[src/rtl/d16_pkg.sv]
// Shared definitions for the d16 Wishbone arbiter slice.
// Holds the arbiter state enum and the address/data bus widths.
// The state encoding is chosen to match the one-hot grant vector.
package d16_pkg;

    localparam int unsigned D16_WB_AW = 16;
    localparam int unsigned D16_WB_DW = 16;

    typedef enum logic [1:0] {
        IDLE = 2'b00,
        OWN0 = 2'b01,
        OWN1 = 2'b10
    } arb_state_t;

endpackage

[src/rtl/d16_wb_watchdog.sv]
// Bus watchdog counter for the d16 arbiter.
// Ports:
//   i_clk, i_reset_n : clock, asynchronous active-low reset
//   clear            : synchronous clear (has priority over count_en)
//   count_en         : advance the count by one this cycle
//   expired          : count has reached TIMEOUT-1
module d16_wb_watchdog #(
    parameter int unsigned TIMEOUT = 15
) (
    input  logic i_clk,
    input  logic i_reset_n,
    input  logic clear,
    input  logic count_en,
    output logic expired
);

    localparam int unsigned       CW    = $clog2(TIMEOUT);
    localparam logic [CW-1:0]     LIMIT = CW'(TIMEOUT - 1);

    logic [CW-1:0] count;

    always_ff @(posedge i_clk or negedge i_reset_n) begin
        if (!i_reset_n) begin
            count <= '0;
        end else if (clear) begin
            count <= '0;
        end else if (count_en) begin
            count <= count + 1'b1;
        end
    end

    assign expired = (count == LIMIT);

endmodule

[src/rtl/d16_wb_arbiter.sv]
// Two-master round-robin Wishbone arbiter in front of a single slave.
// Ports:
//   i_clk, i_reset_n          : clock, asynchronous active-low reset
//   i_mN_cyc/we/addr/dat      : master N request (N = 0, 1)
//   o_mN_dat/ack/err          : response to master N (err = timeout abort)
//   o_s_cyc/we/addr/dat       : muxed request to the slave
//   i_s_dat, i_s_ack          : slave response
//   o_grant                   : one-hot current owner, 00 when idle
module d16_wb_arbiter
    import d16_pkg::*;
#(
    parameter int unsigned TIMEOUT = 15
) (
    input  logic                 i_clk,
    input  logic                 i_reset_n,
    input  logic                 i_m0_cyc,
    input  logic                 i_m0_we,
    input  logic [D16_WB_AW-1:0] i_m0_addr,
    input  logic [D16_WB_DW-1:0] i_m0_dat,
    output logic [D16_WB_DW-1:0] o_m0_dat,
    output logic                 o_m0_ack,
    output logic                 o_m0_err,
    input  logic                 i_m1_cyc,
    input  logic                 i_m1_we,
    input  logic [D16_WB_AW-1:0] i_m1_addr,
    input  logic [D16_WB_DW-1:0] i_m1_dat,
    output logic [D16_WB_DW-1:0] o_m1_dat,
    output logic                 o_m1_ack,
    output logic                 o_m1_err,
    output logic                 o_s_cyc,
    output logic                 o_s_we,
    output logic [D16_WB_AW-1:0] o_s_addr,
    output logic [D16_WB_DW-1:0] o_s_dat,
    input  logic [D16_WB_DW-1:0] i_s_dat,
    input  logic                 i_s_ack,
    output logic [1:0]           o_grant
);

    arb_state_t state_q, state_d;
    logic       last_q, last_d;
    logic       own_cyc;
    logic       timeout;
    logic       wd_expired;

    always_ff @(posedge i_clk or negedge i_reset_n) begin
        if (!i_reset_n) begin
            state_q <= IDLE;
            last_q  <= 1'b1;
        end else begin
            state_q <= state_d;
            last_q  <= last_d;
        end
    end

    always_comb begin
        state_d  = state_q;
        last_d   = last_q;
        own_cyc  = 1'b0;
        timeout  = 1'b0;
        o_s_cyc  = 1'b0;
        o_s_we   = 1'b0;
        o_s_addr = '0;
        o_s_dat  = '0;
        o_m0_dat = '0;
        o_m0_ack = 1'b0;
        o_m0_err = 1'b0;
        o_m1_dat = '0;
        o_m1_ack = 1'b0;
        o_m1_err = 1'b0;
        unique case (state_q)
            IDLE: begin
                // On a tie the master that did not own the bus last wins.
                if (i_m0_cyc && (!i_m1_cyc || last_q)) begin
                    state_d = OWN0;
                    last_d  = 1'b0;
                end else if (i_m1_cyc) begin
                    state_d = OWN1;
                    last_d  = 1'b1;
                end
            end
            OWN0: begin
                own_cyc  = i_m0_cyc;
                // Ack in the final watchdog cycle beats the abort.
                timeout  = i_m0_cyc && !i_s_ack && wd_expired;
                o_s_cyc  = i_m0_cyc && !timeout;
                o_s_we   = i_m0_we;
                o_s_addr = i_m0_addr;
                o_s_dat  = i_m0_dat;
                o_m0_dat = i_s_dat;
                o_m0_ack = i_s_ack;
                o_m0_err = timeout;
                if (!i_m0_cyc || timeout) state_d = IDLE;
            end
            OWN1: begin
                own_cyc  = i_m1_cyc;
                timeout  = i_m1_cyc && !i_s_ack && wd_expired;
                o_s_cyc  = i_m1_cyc && !timeout;
                o_s_we   = i_m1_we;
                o_s_addr = i_m1_addr;
                o_s_dat  = i_m1_dat;
                o_m1_dat = i_s_dat;
                o_m1_ack = i_s_ack;
                o_m1_err = timeout;
                if (!i_m1_cyc || timeout) state_d = IDLE;
            end
            default: state_d = IDLE;
        endcase
    end

    always_comb begin
        unique case (state_q)
            OWN0:    o_grant = 2'b01;
            OWN1:    o_grant = 2'b10;
            default: o_grant = 2'b00;
        endcase
    end

    // Clearing in IDLE also covers the grant edge: a new owner starts at zero.
    d16_wb_watchdog #(
        .TIMEOUT (TIMEOUT)
    ) u_watchdog (
        .i_clk     (i_clk),
        .i_reset_n (i_reset_n),
        .clear     ((state_q == IDLE) || i_s_ack || timeout),
        .count_en  ((state_q != IDLE) && own_cyc && !i_s_ack),
        .expired   (wd_expired)
    );

endmodule

[config.mk]
export PLATFORM = sky130hd
export DESIGN_NAME = d16_wb_arbiter
export DESIGN_NICKNAME = d
export VERILOG_FILES = /design/src/rtl/d16_pkg.sv /design/src/rtl/d16_wb_watchdog.sv /design/src/rtl/d16_wb_arbiter.sv
export SDC_FILE = /design/constraint.sdc
export NUM_CORES = 1
export LEC_CHECK = 0
export BUFFER_PORTS_ARGS = -buffer_cell sky130_fd_sc_hd__buf_4
export CELL_PAD_IN_SITES_DETAIL_PLACEMENT = 1
export CELL_PAD_IN_SITES_GLOBAL_PLACEMENT = 1
export CORE_MARGIN = 1.5
export CORE_UTILIZATION = 18
export CTS_CLUSTER_SIZE = 8
export DETAILED_ROUTE_END_ITERATION = 12
export PLACE_DENSITY = 0.9
export SYNTH_ARGS = -nofsm -noshare
export SYNTH_HDL_FRONTEND = slang
export SYNTH_SLANG_ARGS = --single-unit
[constraint.sdc]
create_clock -name i_clk -period 2.25 [get_ports i_clk]
set_input_delay 0.225 -clock i_clk [delete_from_list [all_inputs] [get_ports i_clk]]
set_output_delay 0.225 -clock i_clk [all_outputs]
set_load 0.05 [all_outputs]
==> summary.txt <==
Logic synthesis
  – Distinct cells, synth: 28
  – Syn Std Cell Area: 1160 um2
  – Post-synth EDFFs: 0
  – Sequential area share after synthesis: 0.152
  – Gate Count Post-Synth: between 150 and 200
  – Async SR Flop Fraction: 1.00
  – Yosys warns: 0
  – Post-Syn Nets: roughly 270
  – Synthesized area per cell: roughly 6.8 um2
  – Synth Flop Type: dfrtp_1
  – Yosys reg bits: 7

CTS
  – CTS tree: done
  – Total CTS buffers: 3
  – CTS root buf: clkbuf_8
  – Clock-pin slew on the worst setup and hold paths: about 0.040 ns
  – CTS H-tree depth: 1
  – Clk sinks: 7
  – Clock buffer depth: 2
  – Worst skew pair latency: roughly 0.23 ns
  – Setup Fix Bufs, Post-CTS: 0

Place
  – Pre-CTS setup slack: between 0.2 and 0.3 ns
  – Routability cong.: 0.785
  – PortBufs: between 150 and 200
  – HPWL after DPL: slightly below 5000 um

Run
  – # Max-Cap Violations: 0

Cells and area
  – Diodes inserted: 0
  – Nets@finish: about 420
  – Layout cell share with drive strength beyond 1: 0.537
  – FILL cells: about 800
  – Area growth syn-to-layout: 112%

Floorplan
  – I/O pins: about 160
  – DIE WIDTH: between 80 and 90 um
  – Row count: 29
  – Core box area: 6280 um2
  – Die Area: just under 7000 um2
  – Die height: roughly 83 um
  – Initial Util: 0.185

Setup path
  – Type of origin of the critical path: flip-flop
  – Req. time, crit path: a little over 2 ns
  – Crit. End Element: primary output
  – CP max FO: 27
  – Arr. time, crit path: approximately 1.8 ns
  – R2r worst-path depth: 5
  – Crit Path Class: flip-flop to primary output

GRT
  – Largest net degree at the start of global routing: 39
  – Overflow after GRT: 0
  – GRT Total Usage: 0.167
  – Vias in the first global route: 1964
  – Antenna violations before repair: 0
  – First-pass GRT wire length: 9750 um

STA
  – Hold Violations, Final: 0
  – Slew Limit Fails: 0
  – Final setup violation count: 0
  – Final period util: 0.913
  – Worst slew pin tran: approximately 0.36 ns
  – Clk_skew: between 0.001 and 0.0015 ns
  – Total Neg Setup Slack: 0 ns
  – Maximum clock frequency: approximately 0.5 GHz
  – Tmin final: 2.05 ns
  – Relative slew margins: 0.760
  – Crit path setup slack, layout: 0.196 ns
  – Unrepaired setup endpoints after global routing: no

Route
  – First-pass DRT Iterations: 4
  – Routed Antenna Nets: 0
  – Post-DR vias/cell: 4.66
  – DRT Wirelength: a little under 6000 um
  – Residual DRC: 0
  – WL/cell: approximately 15 um
  – Initial DRC count: 40
  – Via count: 1860

Hold path
  – Worst hold-check path type: primary input to flip-flop
  – Worst Hold Depth: 3

Power
  – Total power: ~3.1 mW
  – Worst vdd ir: ~0.61 mV
  – P per Cell Area: roughly 1300 nW/um2
  – Leak Pwr: roughly 1.3 nW

Outcome
  – Status: completed
==> area by class of cell <==
cell class / instances / area, um2 / share of cell area
timing repair buffer: 164 / 1230 / 0.500
multi-input combinational: 141 / 892 / 0.361
sequential: 7 / 176 / 0.0715
tap: 77 / 96.3 / 0.0390
clock buffer: 4 / 45.0 / 0.0182
inverter: 6 / 25.0 / 0.0101
==> cells by family after synthesis <==
| family | count (synthesis) | synth area share |
|---|---|---|
| buf+inv | 23 | 0.0807 |
| fa+ha+maj | 7 | 0.0753 |
| compound gates | 50 | 0.313 |
| simple gates | 84 | 0.379 |
| flops | 7 | 0.152 |
==> critical path, cell delays in order, from the launching register on <==
cell	delay, ns
dfrtp_1	0.41
inv_1	0.12
ha_1	0.24
buf_4	0.29
a22oi_1	0.13
nor2_1	0.17
buf_4	0.23
==> worst paths after layout <==
kind	slack, ns	from	end
min in group asynchronous	0.35	i_reset_n	u_watchdog.count[0]$_DFFE_PN0P_
max	0.20	state_q[0]$_DFFE_PN0P_	o_s_dat[1]
min	0.28	i_m1_cyc	last_q$_DFFE_PN1P_
max in group asynchronous	1.68	i_reset_n	last_q$_DFFE_PN1P_
min reg2reg	0.49	last_q$_DFFE_PN1P_	last_q$_DFFE_PN1P_
max reg2reg	0.39	state_q[0]$_DFFE_PN0P_	u_watchdog.count[1]$_DFFE_PN0P_
==> sequential cells by signal (all words and copies together), names as in the netlist <==
name,count
u_watchdog.count,4
state_q,2
last_q,1
==> per-stage QoR <==
| stage | instances | cell area (um2) | util | hold WS, ns |
|---|---|---|---|---|
| floorplan | 171 | 1160 | - | -0.0706 |
| global placement | 394 | 2410 | 0.384 | 0.0455 |
| detailed placement | 394 | 2410 | 0.384 | 0.0472 |
| CTS | 399 | 2470 | 0.393 | 0.279 |
| finish | 399 | 2470 | 0.393 | 0.279 |
| global route | 399 | 2470 | 0.393 | 0.316 |
==> what timing repair did <==
item,CTS,global route
setup endpoints to repair,0,34
gates resized for setup,0,2
hold buffers,1,0
endpoints found under the hold margin,7,0
==> layer usage <==
metal,routed length [um],vias up,global-route usage
li1,-,904,-
met1,2160,884,0.182
met2,3400,68,0.329
met3,377,4,0.0497
met4,32,0,0.0136
met5,0,-,0
==> cell usage after synthesis, types with 2 or more instances <==
cell type	count	area share
nor2_1	36	0.12
a22oi_1	34	0.22
and2_1	32	0.17
clkbuf_1	14	0.045
ha_1	7	0.075
dfrtp_1	6	0.13
inv_1	5	0.016
a21oi_1	4	0.017
nand2_1	4	0.013
a22o_1	3	0.023
a32o_1	2	0.017
and2_2	2	0.013
and3_2	2	0.013
buf_1	2	0.0065
nor3b_1	2	0.013
o211ai_1	2	0.013
o21ai_0	2	0.0086
o22ai_1	2	0.011
==> layout by cell type, fill, tap and decap left out <==
cell,synthesis,final
a21oi_1,4,4
a22o_1,3,3
a22oi_1,34,34
a32o_1,2,2
and2_1,32,32
and2_2,2,2
and3_1,1,1
and3_2,2,2
and4b_1,1,1
buf_4,0,163
clkbuf_1,14,1
clkbuf_8,0,3
dfrtp_1,6,6
dfstp_2,1,1
dlygate4sd3_1,0,1
ha_1,7,7
inv_1,5,5
inv_4,0,1
nand2_1,4,4
nand4_1,1,1
nand4b_1,1,1
nor2_1,36,36
nor3b_1,2,2
o211ai_1,2,2
o21ai_0,2,2
o21ai_1,1,1
o22ai_1,2,2
or2_2,1,1
or4_1,1,1
==> power by group <==
part	internal, mW	total (mW)	switching [mW]
Sequential	0.159	0.186	0.0264
Clock	0.123	0.183	0.0598
Combinational	0.828	2.76	1.94
Note: power is estimated with default switching activity, not from simulation.
